`src/rtl/adv7513_pkg.sv`:
```
// rtl/adv7513_pkg.sv - shared constants and state encoding for the ADV7513 config sequencer
package adv7513_pkg;

  // Default 7-bit ADV7513 I2C address (0x72 in 8-bit write form)
  localparam logic [6:0] DEF_CHIP_ADDR = 7'h39;

  // Hot-plug status register and the bit within it that reflects HPD
  localparam logic [7:0] REG_HPD = 8'h42;
  localparam int         HPD_BIT = 6;

  // Number of entries actually populated in the init ROM
  localparam int         INIT_LEN = 16;

  typedef enum logic [3:0] {
    ST_IDLE       = 4'd0,
    ST_WR_ISSUE   = 4'd1,
    ST_WR_WAIT    = 4'd2,
    ST_READY      = 4'd3,
    ST_POLL_ISSUE = 4'd4,
    ST_POLL_WAIT  = 4'd5,
    ST_DBG_ISSUE  = 4'd6,
    ST_DBG_WAIT   = 4'd7,
    ST_ERROR      = 4'd8
  } state_t;

endpackage

```
`src/rtl/adv7513_cfg_rom.sv`:
```
// rtl/adv7513_cfg_rom.sv - combinational {reg_addr, data} init table for the ADV7513
module adv7513_cfg_rom
  import adv7513_pkg::*;
#(
  parameter int IDX_W = 4
) (
  input  logic [IDX_W-1:0] idx,
  output logic [15:0]      entry
);

  logic [7:0] w_idx8;

  assign w_idx8 = 8'(idx);

  // Table lookup; entries past the populated range read as zero
  always_comb begin
    entry = 16'h0000;
    if (int'(w_idx8) < INIT_LEN) begin
      case (w_idx8)
        8'd0:    entry = 16'h41_10;  // power up the transmitter
        8'd1:    entry = 16'h98_03;  // fixed register
        8'd2:    entry = 16'h9A_E0;  // fixed register
        8'd3:    entry = 16'h9C_30;  // fixed register
        8'd4:    entry = 16'h9D_61;  // fixed register
        8'd5:    entry = 16'hA2_A4;  // fixed register
        8'd6:    entry = 16'hA3_A4;  // fixed register
        8'd7:    entry = 16'hE0_D0;  // fixed register
        8'd8:    entry = 16'hF9_00;  // fixed register
        8'd9:    entry = 16'h15_00;  // input ID: 24-bit RGB 4:4:4
        8'd10:   entry = 16'h16_30;  // output 4:4:4, 8 bit per channel
        8'd11:   entry = 16'h17_02;  // 16:9 aspect ratio
        8'd12:   entry = 16'h18_46;  // colour space converter off
        8'd13:   entry = 16'hAF_06;  // HDMI mode
        8'd14:   entry = 16'h40_80;  // general control packet enable
        8'd15:   entry = 16'hD6_C0;  // HPD forced high
        default: entry = 16'h0000;
      endcase
    end
  end

endmodule

```
`src/rtl/adv7513_cfg_seq.sv`:
```
// rtl/adv7513_cfg_seq.sv - ADV7513 init table writer with hot-plug polling and debug reads
module adv7513_cfg_seq
  import adv7513_pkg::*;
#(
  parameter logic [6:0] CHIP_ADDR   = DEF_CHIP_ADDR,
  parameter int         NUM_REGS    = 16,
  parameter int         MAX_RETRY   = 3,
  parameter int         POLL_CYCLES = 1_000_000
) (
  input  logic       clk,
  input  logic       reset,
  input  logic       start,
  output logic       init_done,
  output logic       error,
  output logic       hpd,
  input  logic       dbg_req,
  input  logic [7:0] dbg_addr,
  output logic       dbg_ack,
  output logic [7:0] dbg_data,
  output logic [6:0] i2c_chip_addr,
  output logic [7:0] i2c_reg_addr,
  output logic [7:0] i2c_data_in,
  output logic       i2c_write_en,
  output logic       i2c_read_en,
  input  logic       i2c_busy,
  input  logic       i2c_done,
  input  logic [2:0] i2c_status,
  input  logic [7:0] i2c_data_out
);

  localparam int IW = (NUM_REGS > 1) ? $clog2(NUM_REGS) : 1;
  localparam int RW = (MAX_RETRY > 0) ? $clog2(MAX_RETRY + 1) : 1;
  localparam logic [IW-1:0] IDX_LAST  = IW'(NUM_REGS - 1);
  localparam logic [RW-1:0] RETRY_MAX = RW'(MAX_RETRY);
  localparam logic [23:0]   POLL_TERM = 24'(POLL_CYCLES - 1);

  state_t      r_state,    w_state_nxt;
  logic        r_start_q;
  logic [IW-1:0] r_idx,    w_idx_nxt;
  logic [RW-1:0] r_retry,  w_retry_nxt;
  logic [23:0] r_cnt,      w_cnt_nxt;
  logic        r_first,    w_first_nxt;
  logic        r_hpd,      w_hpd_nxt;
  logic [7:0]  r_dbg_data, w_dbg_data_nxt;
  logic        r_dbg_ack,  w_dbg_ack_nxt;
  logic [7:0]  r_dbg_addr, w_dbg_addr_nxt;
  logic        r_dbg_err,  w_dbg_err_nxt;
  logic        w_start_rise;
  logic        w_cmp;
  logic        w_fail;
  logic        w_retry_ok;
  logic [15:0] w_rom_entry;

  adv7513_cfg_rom #(.IDX_W(IW)) u_rom (
    .idx   (r_idx),
    .entry (w_rom_entry)
  );

  assign w_start_rise = start & ~r_start_q;
  // The first WAIT cycle is skipped: the master has not yet raised busy
  assign w_cmp        = ~r_first & i2c_done & ~i2c_busy;
  assign w_fail       = (i2c_status != 3'd0);
  assign w_retry_ok   = (r_retry < RETRY_MAX);

  assign i2c_chip_addr = CHIP_ADDR;
  assign init_done     = (r_state == ST_READY);
  assign error         = (r_state == ST_ERROR);
  assign hpd           = r_hpd;
  assign dbg_ack       = r_dbg_ack;
  assign dbg_data      = r_dbg_data;

  // State and datapath registers
  always_ff @(posedge clk or negedge reset) begin
    if (!reset) begin
      r_state    <= ST_IDLE;
      r_start_q  <= 1'b0;
      r_idx      <= '0;
      r_retry    <= '0;
      r_cnt      <= 24'd0;
      r_first    <= 1'b0;
      r_hpd      <= 1'b0;
      r_dbg_data <= 8'h00;
      r_dbg_ack  <= 1'b0;
      r_dbg_addr <= 8'h00;
      r_dbg_err  <= 1'b0;
    end else begin
      r_state    <= w_state_nxt;
      r_start_q  <= start;
      r_idx      <= w_idx_nxt;
      r_retry    <= w_retry_nxt;
      r_cnt      <= w_cnt_nxt;
      r_first    <= w_first_nxt;
      r_hpd      <= w_hpd_nxt;
      r_dbg_data <= w_dbg_data_nxt;
      r_dbg_ack  <= w_dbg_ack_nxt;
      r_dbg_addr <= w_dbg_addr_nxt;
      r_dbg_err  <= w_dbg_err_nxt;
    end
  end

  // Next-state, datapath updates and i2c command generation
  always_comb begin
    w_state_nxt    = r_state;
    w_idx_nxt      = r_idx;
    w_retry_nxt    = r_retry;
    w_cnt_nxt      = r_cnt;
    w_first_nxt    = 1'b0;
    w_hpd_nxt      = r_hpd;
    w_dbg_data_nxt = r_dbg_data;
    w_dbg_ack_nxt  = 1'b0;
    w_dbg_addr_nxt = r_dbg_addr;
    w_dbg_err_nxt  = r_dbg_err;
    i2c_reg_addr   = 8'h00;
    i2c_data_in    = 8'h00;
    i2c_write_en   = 1'b0;
    i2c_read_en    = 1'b0;

    case (r_state)
      ST_IDLE: begin
        if (w_start_rise) begin
          w_state_nxt = ST_WR_ISSUE;
          w_idx_nxt   = '0;
          w_retry_nxt = '0;
          w_cnt_nxt   = 24'd0;
        end
      end

      ST_WR_ISSUE, ST_WR_WAIT: begin
        i2c_reg_addr = w_rom_entry[15:8];
        i2c_data_in  = w_rom_entry[7:0];
        if (r_state == ST_WR_ISSUE) begin
          // Hold off the pulse while the master still reports busy
          if (!i2c_busy) begin
            i2c_write_en = 1'b1;
            w_first_nxt  = 1'b1;
            w_state_nxt  = ST_WR_WAIT;
          end
        end else if (w_cmp) begin
          if (!w_fail) begin
            w_retry_nxt = '0;
            if (r_idx == IDX_LAST) begin
              w_state_nxt = ST_READY;
            end else begin
              w_idx_nxt   = r_idx + IW'(1);
              w_state_nxt = ST_WR_ISSUE;
            end
          end else if (w_retry_ok) begin
            w_retry_nxt = r_retry + RW'(1);
            w_state_nxt = ST_WR_ISSUE;
          end else begin
            w_state_nxt = ST_ERROR;
          end
        end
      end

      ST_READY: begin
        // A debug request pre-empts a due poll; the counter stays put so the poll follows
        if (dbg_req) begin
          w_state_nxt    = ST_DBG_ISSUE;
          w_dbg_addr_nxt = dbg_addr;
          w_dbg_err_nxt  = 1'b0;
        end else if (r_cnt == POLL_TERM) begin
          w_state_nxt = ST_POLL_ISSUE;
          w_cnt_nxt   = 24'd0;
          w_retry_nxt = '0;
        end else begin
          w_cnt_nxt = r_cnt + 24'd1;
        end
      end

      ST_POLL_ISSUE, ST_POLL_WAIT: begin
        i2c_reg_addr = REG_HPD;
        if (r_state == ST_POLL_ISSUE) begin
          if (!i2c_busy) begin
            i2c_read_en = 1'b1;
            w_first_nxt = 1'b1;
            w_state_nxt = ST_POLL_WAIT;
          end
        end else if (w_cmp) begin
          if (!w_fail) begin
            w_hpd_nxt   = i2c_data_out[HPD_BIT];
            w_retry_nxt = '0;
            // Freshly plugged sink: reprogram from the top of the table
            if (!r_hpd && i2c_data_out[HPD_BIT]) begin
              w_state_nxt = ST_WR_ISSUE;
              w_idx_nxt   = '0;
            end else begin
              w_state_nxt = ST_READY;
            end
          end else if (w_retry_ok) begin
            w_retry_nxt = r_retry + RW'(1);
            w_state_nxt = ST_POLL_ISSUE;
          end else begin
            w_state_nxt = ST_ERROR;
          end
        end
      end

      ST_DBG_ISSUE, ST_DBG_WAIT: begin
        i2c_reg_addr = r_dbg_addr;
        if (r_state == ST_DBG_ISSUE) begin
          if (!i2c_busy) begin
            i2c_read_en = 1'b1;
            w_first_nxt = 1'b1;
            w_state_nxt = ST_DBG_WAIT;
          end
        end else if (w_cmp) begin
          w_dbg_data_nxt = w_fail ? 8'h00 : i2c_data_out;
          w_dbg_ack_nxt  = 1'b1;
          w_state_nxt    = r_dbg_err ? ST_ERROR : ST_READY;
        end
      end

      ST_ERROR: begin
        if (w_start_rise) begin
          w_state_nxt = ST_WR_ISSUE;
          w_idx_nxt   = '0;
          w_retry_nxt = '0;
          w_cnt_nxt   = 24'd0;
        end else if (dbg_req) begin
          w_state_nxt    = ST_DBG_ISSUE;
          w_dbg_addr_nxt = dbg_addr;
          w_dbg_err_nxt  = 1'b1;
        end
      end

      default: w_state_nxt = ST_IDLE;
    endcase
  end

endmodule

```
`config.mk`:
```
export PLATFORM = sky130hd
export DESIGN_NAME = adv7513_cfg_seq
export DESIGN_NICKNAME = d
export VERILOG_FILES = /design/src/rtl/adv7513_pkg.sv /design/src/rtl/adv7513_cfg_rom.sv /design/src/rtl/adv7513_cfg_seq.sv
export SDC_FILE = /design/constraint.sdc
export NUM_CORES = 1
export LEC_CHECK = 0
export CAP_MARGIN = 10
export CORE_AREA = 2 2 83 85
export CTS_CLUSTER_SIZE = 28
export DETAILED_ROUTE_END_ITERATION = 6
export DIE_AREA = 0 0 85 87
export PLACE_DENSITY = 0.95
export SLEW_MARGIN = 25
export SYNTH_ARGS = -nofsm -noshare
export SYNTH_HDL_FRONTEND = slang
export SYNTH_SLANG_ARGS = --single-unit
```
`constraint.sdc`:
```
create_clock -name clk -period 5 [get_ports clk]
set_clock_uncertainty 0.2 [all_clocks]
set_input_delay 0.5 -clock clk [delete_from_list [all_inputs] [get_ports clk]]
set_output_delay 0.5 -clock clk [all_outputs]
set_load 0.02 [all_outputs]
```
==> metrics, run 1 <==
Critical Path RT 4300 ps; status completed; Avg Inst Size Synth 8.517 µm²; die height 87 µm; relative slew slack 0.4056; chip width 85 µm; core area 6569 µm²; setup TNS 0 ps; Via density 6.142; largest net degree at the start of global routing 56; Max Cap Viol 0; power density over cell area 446.2 nW/µm²; global placement routability congestion 0.8702; setup violators final 0; Tcrit/Tclk final 0.6821; Filler Cells Inserted 504; Sink Count 55; crit path DAT 2710 ps; CTS H-tree depth 2; post-cts sizing count 0; Max stage delay on crit path 830 ps; Post-DRT Antenna Nets 0; layout cells sized above 1 0.09402; TritonCTS Buffers 5; EDFF count, synth 0; FFs w/ async S/R, synth 1.000; maximum clock frequency 293.2 MHz; Crit Reg-Reg Startpoint r_state[2]; sequential element share of the synthesized area 0.3749; gr usage total 0.2414; reg2reg end r_cnt[12]; Initial DRC Count 406; drt wl/cell 15.80 µm; first-pass GRT wire length 14590 µm; final hold vios 0; drt pass-1 iters 5; final slew viol count 0; clock tree buffer depth 2; Psw 815.8 µW; antenna violations before repair 0; # Post-CTS Setup Buffers 0; hpwl dp 6087 µm; n_diodes 0; via count 3366; worst hold path type in -> async; CTS tree yes; Int Pwr 1.084 mW; RSZ-0062 raised after global routing false; total grt overflow 0; Syn Std Cell Area 3671 µm²; unique cell type count in the Yosys netlist 66; CTS Hold Bufs 0; final net count 501; Worst Setup End Kind output port; register clock-pin slew on the reported worst setup and hold paths 100 ps; worst reg-to-reg setup slack 2040 ps; CTS root buf clkbuf_8; Power Total 1.899 mW; # rows 30; cell count after synthesis 431; IO buf count 53; Min Hold Slack 107.0 ps; Sw Share 0.4295; IO Count 62; CP startpoint r_state[1]; worst-margin pin slew 891.6 ps; Worst Path Max Fanout 26; Synth Flop Type dfrtp_1; Clk Latency, worst-skew pair 310 ps; post-synthesis register bit count 55; register share of total power 0.373; area delta synth->final 15.95%; WS Path Type reg -> out; initial core utilization 0.5589; minimum clock period 3411 ps; crit path to i2c_reg_addr[7]; CP Cell Sequence nor2b_1 -> o21ai_0 -> buf_4 -> nor2_1 -> a22o_1 -> clkdlybuf4s50_1; Startpoint Class flop; number of global-route vias before repair 3086; Leak 1.671 nW; Synth Warn # 0; slowest stage cell, crit path dfrtp_1; drt total wl 8656 µm; clock share of power 0.136; Worst R2R Path Depth 5; Comb pwr share 0.491; die area 7395 µm²; post-route DRC violation count 0; Peak VDD IR 0.2810 mV
[power groups by stage]
stage / registers [mW] / clock network, mW / logic [mW]
final: 0.708 / 0.258 / 0.933
after global routing: 0.731 / 0.281 / 1.02
after CTS: 0.703 / 0.263 / 0.928
after detailed placement: 0.712 / 0 / 0.922
after global placement: 0.699 / 0 / 0.893
after floorplan: 0.635 / 0 / 0.716
[synthesized netlist by cell type, types with 3 or more instances]
| master | n | area, µm² |
|---|---|---|
| dfrtp_1 | 55 | 1376 |
| nand2_1 | 50 | 187.7 |
| o21ai_0 | 45 | 225.2 |
| nor2_1 | 35 | 131.4 |
| nand3_1 | 21 | 105.1 |
| mux2_2 | 14 | 157.7 |
| clkbuf_1 | 13 | 48.80 |
| inv_1 | 13 | 48.80 |
| a21oi_1 | 12 | 60.06 |
| nor3_1 | 12 | 60.06 |
| a22o_1 | 9 | 78.83 |
| a31oi_1 | 9 | 56.30 |
| buf_2 | 9 | 45.04 |
| ha_1 | 9 | 112.6 |
| nand2b_1 | 9 | 56.30 |
| buf_4 | 8 | 60.06 |
| nand4_1 | 8 | 50.05 |
| a211oi_1 | 7 | 52.55 |
| o22ai_1 | 6 | 37.54 |
| a21o_1 | 5 | 37.54 |
| and4_1 | 5 | 43.79 |
| nor2b_1 | 5 | 31.28 |
| o31ai_1 | 5 | 37.54 |
| nor4_1 | 4 | 25.02 |
| xor2_1 | 4 | 35.03 |
| a21oi_2 | 3 | 26.28 |
| and3_1 | 3 | 18.77 |
| or2_2 | 3 | 18.77 |
[metrics by stage]
| step | std cells | area (µm²) | utilization | setup slack (ps) |
|---|---|---|---|---|
| after detailed placement | 540 | 4161 | 0.6335 | 1992 |
| after floorplan | 437 | 3694 | - | 2581 |
| after global routing | 548 | 4257 | 0.6480 | 1429 |
| after CTS | 548 | 4257 | 0.6480 | 1620 |
| final | 548 | 4257 | 0.6480 | 1589 |
| after global placement | 540 | 4161 | 0.6335 | 2064 |
[critical path: cells and delay by family, from the launching register on]
kind	cells	cell delay (ps)
DFF	1	830
buffers and inverters	2	800
and+or+nand+nor	2	480
AOI/OAI and AO/OA	2	300
[sequential cells by signal (all words and copies together), names as in the netlist]
register,flops
dbg_data,8
hpd,1
r_state,4
r_idx,4
r_retry,2
r_dbg_addr,8
r_dbg_err,1
r_cnt,24
dbg_ack,1
r_first,1
r_start_q,1
[kinds of logic (layout without fill, tap and decap cells)]
| family | Yosys count | after routing | share of synthesized area |
|---|---|---|---|
| compound gates | 122 | 122 | 0.2178 |
| xor+xnor | 4 | 4 | 0.009542 |
| buf+inv | 47 | 78 | 0.06339 |
| other cells | 2 | 8 | 0.002046 |
| mux | 16 | 16 | 0.04840 |
| simple gates | 176 | 176 | 0.2532 |
| flops | 55 | 55 | 0.3749 |
| fa+ha+maj | 9 | 9 | 0.03068 |
[placed cells by master (no fill, tap or decap), drive strengths merged, types with 2 or more instances in the layout]
| master | Yosys | layout |
|---|---|---|
| dfrtp | 55 | 55 |
| clkdlybuf4s50 | 0 | 52 |
| nand2 | 50 | 50 |
| o21ai | 45 | 45 |
| nor2 | 36 | 36 |
| nand3 | 22 | 22 |
| a21oi | 15 | 15 |
| mux2 | 14 | 14 |
| inv | 14 | 14 |
| nor3 | 13 | 13 |
| nand2b | 9 | 9 |
| a22o | 9 | 9 |
| a31oi | 9 | 9 |
| ha | 9 | 9 |
| nand4 | 8 | 8 |
| conb | 2 | 8 |
| a211oi | 8 | 8 |
| o22ai | 7 | 7 |
| clkbuf | 13 | 7 |
| and4 | 6 | 6 |
| nor4 | 6 | 6 |
| nor2b | 5 | 5 |
| a21o | 5 | 5 |
| o31ai | 5 | 5 |
| xor2 | 4 | 4 |
| buf | 20 | 4 |
| or2 | 3 | 3 |
| and3 | 3 | 3 |
| and2 | 2 | 2 |
| mux2i | 2 | 2 |
| o21a | 2 | 2 |
| nor4b | 2 | 2 |
| nand4b | 2 | 2 |
| or4 | 2 | 2 |
| o22a | 2 | 2 |
| o2bb2ai | 2 | 2 |
| o31a | 2 | 2 |
| or3 | 2 | 2 |
[worst min-delay path by stage]
stage                     slack, ps          end
after floorplan                   4      dbg_ack
after global placement          260  dbg_data[7]
after detailed placement        270  dbg_data[3]
after CTS                       140    r_cnt[11]
after global routing            170    r_cnt[11]
final                           110    r_cnt[11]
[per-layer routing]
metal  up-vias  wire length [µm]  track usage
li1       1631                 -            -
met1      1587              3710       0.3348
met2       140              4299       0.3935
met3         8               565      0.04929
met4         0                81      0.05339
met5         -                 0            0
[area by class of cell]
cell class | count | area, µm² | area share
flip-flops and latches | 55 | 1376 | 0.3233
clock inverters | 1 | 8.758 | 0.002058
repair buffers | 56 | 548.0 | 0.1287
clock buffers | 7 | 86.33 | 0.02028
multi-input cells | 335 | 2085 | 0.4897
inverters | 14 | 52.55 | 0.01235
well taps | 80 | 100.1 | 0.02352
Note: power is estimated with default switching activity, not from simulation.
==> run 2: changes to the inputs <==
- CORE_AREA: 2 2 83 85 -> 2 2 86 88
- DIE_AREA: 0 0 85 87 -> 0 0 88 90
- PLACE_DENSITY: 0.95 -> 0.91
- clock period: 5 -> 3.14 ns (I/O delays scaled with it)
==> run 2 against run 1 <==
Non-clock buffer count rose by 10. Clock power rose by 53%. Core utilization fell by 2.8 points. Global-route usage fell by 0.96 points. Count of clock-buffer cells in the layout down 1. Critical path type unchanged. Wire length increased by 1.5%. Final cell count increased by 5.3%. Sequential share of layout area down 0.66 points. Combinational power increased by 76%. Design area grew 2.3%.
==> metrics, run 2 (synthesized netlist as in run 1, its figures left out) <==
Post-DRT Antenna Nets 0; largest net degree at the start of global routing 30; global placement routability congestion 0.9115; clock tree buffer depth 2; area delta synth->final 18.58%; GR peak layer met2; number of flip-flops in the largest register 24; most frequent cells in the layout dfrtp_1 (53), clkdlybuf4s50_1 (52), nand2_1 (50), o21ai_0 (45), nor2_1 (35); die height 90 µm; WS Path Type reg -> out; Worst Setup End Kind output port; setup TNS 0 ps; minimum clock period 2931 ps; CTS tree yes; setup violators final 0; relative slew slack 0.5834; post-route DRC violation count 0; final slew viol count 0; drt total wl 8790 µm; chip width 88 µm; TritonCTS Buffers 5; Initial DRC Count 329; hpwl dp 6409 µm; Crit Reg-Reg Startpoint r_state[2]; die area 7920 µm²; Leak 1.709 nW; Power Total 3.074 mW; Filler Cells Inserted 591; CP Cell Sequence inv_1 -> ha_2 -> nor2_1 -> a211oi_1 -> a31oi_1 -> o21ai_0 -> clkdlybuf4s50_1; maximum clock frequency 341.1 MHz; via count 3410; crit path DAT 2420 ps; CTS H-tree depth 2; status completed; antenna violations before repair 0; CP startpoint r_idx[0]; hold_sp start; worst-margin pin slew 624.9 ps; IO buf count 53; Top reg by flops r_cnt; Sink Count 55; Max stage delay on crit path 630 ps; slowest stage cell, crit path clkdlybuf4s50_1; worst hold path type in -> reg; layout cells sized above 1 0.1172; Tcrit/Tclk final 0.9336; Bufs and invs on worst path 2; number of global-route vias before repair 3178; Via density 5.910; Critical Path RT 2630 ps; IO Count 62; final net count 511; initial core utilization 0.5229; CTS root buf clkbuf_8; first-pass GRT wire length 14940 µm; Startpoint Class flop; grt met1 use 0.3337; gr usage total 0.2318; Clk Latency, worst-skew pair 320 ps; Peak VDD IR 0.4683 mV; Worst Path Max Fanout 10; # rows 31; area of the multi-input gates 2087 µm²; drt pass-1 iters 5; RSZ-0062 raised after global routing false; register area 1379 µm²; M2 GR Usage 0.3516; Max Cap Viol 0; core area 7020 µm²; CP top delay family buffers and inverters; total grt overflow 0; final hold vios 0; most common cell after layout, fill and taps aside dfrtp_1; drt wl/cell 15.23 µm; # Post-CTS Setup Buffers 0; n_diodes 0; power density over cell area 706.1 nW/µm²; Global Route met3 Usage 0.04408; register clock-pin slew on the reported worst setup and hold paths 90 ps
run 2: final timing paths:
check	slack [ps]	to	depth (start not counted)
max in group asynchronous	1570	r_idx[0]	3
worst max register to register	630	r_dbg_addr[5]	5
worst min-delay path	270	r_start_q	1
worst max-delay path	210	i2c_reg_addr[0]	7
min in group asynchronous	330	r_cnt[9]	2
worst min register to register	300	dbg_data[1]	2
run 2: stage by stage:
step / instances / instance area, µm² / hold WS, ps / worst slack, ps / utilization
after floorplan: 437 / 3694 / -181.6 / 906.6 / -
after detailed placement: 568 / 4253 / 170.2 / 405.8 / 0.6058
final: 577 / 4353 / 272.7 / 208.7 / 0.6200
after CTS: 577 / 4348 / 267.3 / 60.62 / 0.6193
after global routing: 577 / 4353 / 274.0 / 31.40 / 0.6200
after global placement: 568 / 4253 / 164.7 / 481.7 / 0.6058
run 2: layer usage:
metal / part of all wire / wire length [µm] / vias up
met3: 0.066 / 577 / 21
met1: 0.44 / 3889 / 1622
met5: 0 / 0 / -
met2: 0.47 / 4141 / 130
met4: 0.021 / 181 / 0
li1: - / - / 1637
run 2: cell type report:
cell class / count / share of cell area
clock buffers: 6 / 0.01667
clock inverters: 2 / 0.002874
inverters: 14 / 0.01207
multi-input cells: 335 / 0.4794
flip-flops and latches: 55 / 0.3168
well taps: 99 / 0.02846
repair buffers: 66 / 0.1437
run 2: what timing repair did:
item	4_1_cts	5_1_grt
hold endpoints to repair	26	0
hold buffers	1	0
setup endpoints to repair	0	4
gates resized for setup	0	3
run 2: power breakdown:
group          internal (mW)  leakage, nW  switching [mW]
sequential             0.870        0.727           0.171
combinational          0.723        0.941           0.914
clock                  0.157       0.0412           0.239
run 2: worst reg2reg max path, stage by stage, from the launching register on:
cell	delay (ps)
dfrtp_1	540
buf_4	270
nor3_4	350
nand3_1	220
a21oi_2	430
mux2_2	400
==> run 3: changes to the inputs <==
- PLACE_DENSITY: 0.91 -> 0.79
==> run 3 against run 2 <==
Core utilization about the same. Setup slack worse by 29 ps. Design area about the same. Largest cell class unchanged. Largest power group unchanged. Highest routed layer unchanged.
==> metrics, run 3 (synthesized netlist as in run 1, its figures left out) <==
status completed; global placement routability congestion 0.9410; Via density 5.882; CTS root buf clkbuf_8; Startpoint Class flop; # Post-CTS Setup Buffers 0; power density over cell area 705.3 nW/µm²; TritonCTS Buffers 5; Cell Area, Placed 4253 µm²; clock share of power 0.129; Sink Count 55; Min Hold Slack 270.7 ps; # rows 31; Psw 1.320 mW; setup TNS 0 ps; Worst Setup End Kind output port; largest net degree at the start of global routing 37; setup violators final 0; antenna violations before repair 0; area delta synth->final 18.61%; first-pass GRT wire length 14820 µm; IO buf count 53; number of global-route vias before repair 3222; Finished Cell Area 4354 µm²; die area 7920 µm²; Critical Path RT 2630 ps; most frequent cells in the layout dfrtp_1 (52), clkdlybuf4s50_1 (51), nand2_1 (50), o21ai_0 (45), nor2_1 (35); hpwl dp 6325 µm; core area 7020 µm²; crit path DAT 2450 ps; worst hold path type in -> async; drt total wl 8728 µm; post-route DRC violation count 0; WS Path Type reg -> out; Worst Path Max Fanout 10; Post-DRT Antenna Nets 0; CTS H-tree depth 2; final slew viol count 0; Comb pwr share 0.531; drt pass-1 iters 5; CTS tree yes; register clock-pin slew on the reported worst setup and hold paths 110 ps; layout cells sized above 1 0.1216; n_diodes 0; maximum clock frequency 337.8 MHz; via count 3388; clock tree buffer depth 2; die height 90 µm; Leak 1.726 nW; RSZ-0062 raised after global routing false; final hold vios 0; Top reg by flops r_cnt; minimum clock period 2960 ps; number of flip-flops in the largest register 24; gr usage total 0.2276; worst-margin pin slew 565.4 ps; relative slew slack 0.6199; register share of total power 0.339; total grt overflow 0; Tcrit/Tclk final 0.9428; Clk Latency, worst-skew pair 320 ps; Peak VDD IR 0.5109 mV; final net count 511; drt wl/cell 15.15 µm; IO Count 62; initial core utilization 0.5229; chip width 88 µm; most common cell after layout, fill and taps aside dfrtp_1; Initial DRC Count 269; Int Pwr 1.751 mW; Sw Share 0.4299; Max Cap Viol 0
## run 3: layout make-up
class | instances | area (µm²)
clock buffer | 5 | 68.82
sequential | 55 | 1380
inverter | 14 | 52.55
timing repair buffer | 66 | 628.1
multi-input combinational | 335 | 2087
clock inverter | 2 | 13.76
fill | 619 | 2666
tap | 99 | 123.9
## run 3: worst max-delay path, cell delays in order (launching register included)
cell,delay (ps)
dfrtp_2,480
inv_1,140
ha_2,400
o211ai_1,100
o21a_1,140
o22ai_1,220
clkdlybuf4s50_1,650
## run 3: per-layer routing
layer  track usage  part of all wire  vias to the layer above
li1              -                 -                     1638
met2        0.3611              0.48                      114
met3       0.04591             0.056                       11
met1        0.3174              0.46                     1625
met5             0                 0                        -
met4       0.05641             0.012                        0
## run 3: per-stage QoR
stage | utilization | power (mW) | std cells | setup WS, ps
6_report | 0.6202 | 3.071 | 576 | 179.6
5_1_grt | 0.6202 | 3.277 | 576 | 28.61
4_1_cts | 0.6190 | 3.066 | 576 | 58.59
3_5_place_dp | 0.6058 | 2.663 | 568 | 414.1
3_3_place_gp | 0.6058 | 2.627 | 568 | 486.8
2_1_floorplan | - | 2.151 | 437 | 906.6
## run 3: repair_timing
| item | in CTS | in global routing |
|---|---|---|
| endpoints found under the hold margin | 19 | 0 |
| gates resized for setup | 0 | 6 |
| hold buffers | 1 | 0 |
| setup endpoints to repair | 0 | 7 |
## run 3: path summary, 6_finish.rpt
kind | start | to | slack, ps | cells after the start
max in group asynchronous | reset | r_cnt[17] | 1630 | 3
worst max-delay path | r_idx[1] | i2c_reg_addr[1] | 180 | 6
worst min-delay path | reset | r_idx[3] | 270 | 2
worst min register to register | dbg_data[1] | dbg_data[1] | 280 | 2
worst max register to register | r_state[2] | r_cnt[19] | 540 | 6
min in group clk | start | r_start_q | 280 | 1
## run 3: power by group through the flow
stage          logic, mW  registers, mW  clock network, mW
6_report            1.63           1.04              0.397
3_5_place_dp        1.61           1.05                  0
5_1_grt             1.78           1.07              0.430
4_1_cts             1.63           1.04              0.403
3_3_place_gp        1.58           1.04                  0
2_1_floorplan       1.14           1.01                  0
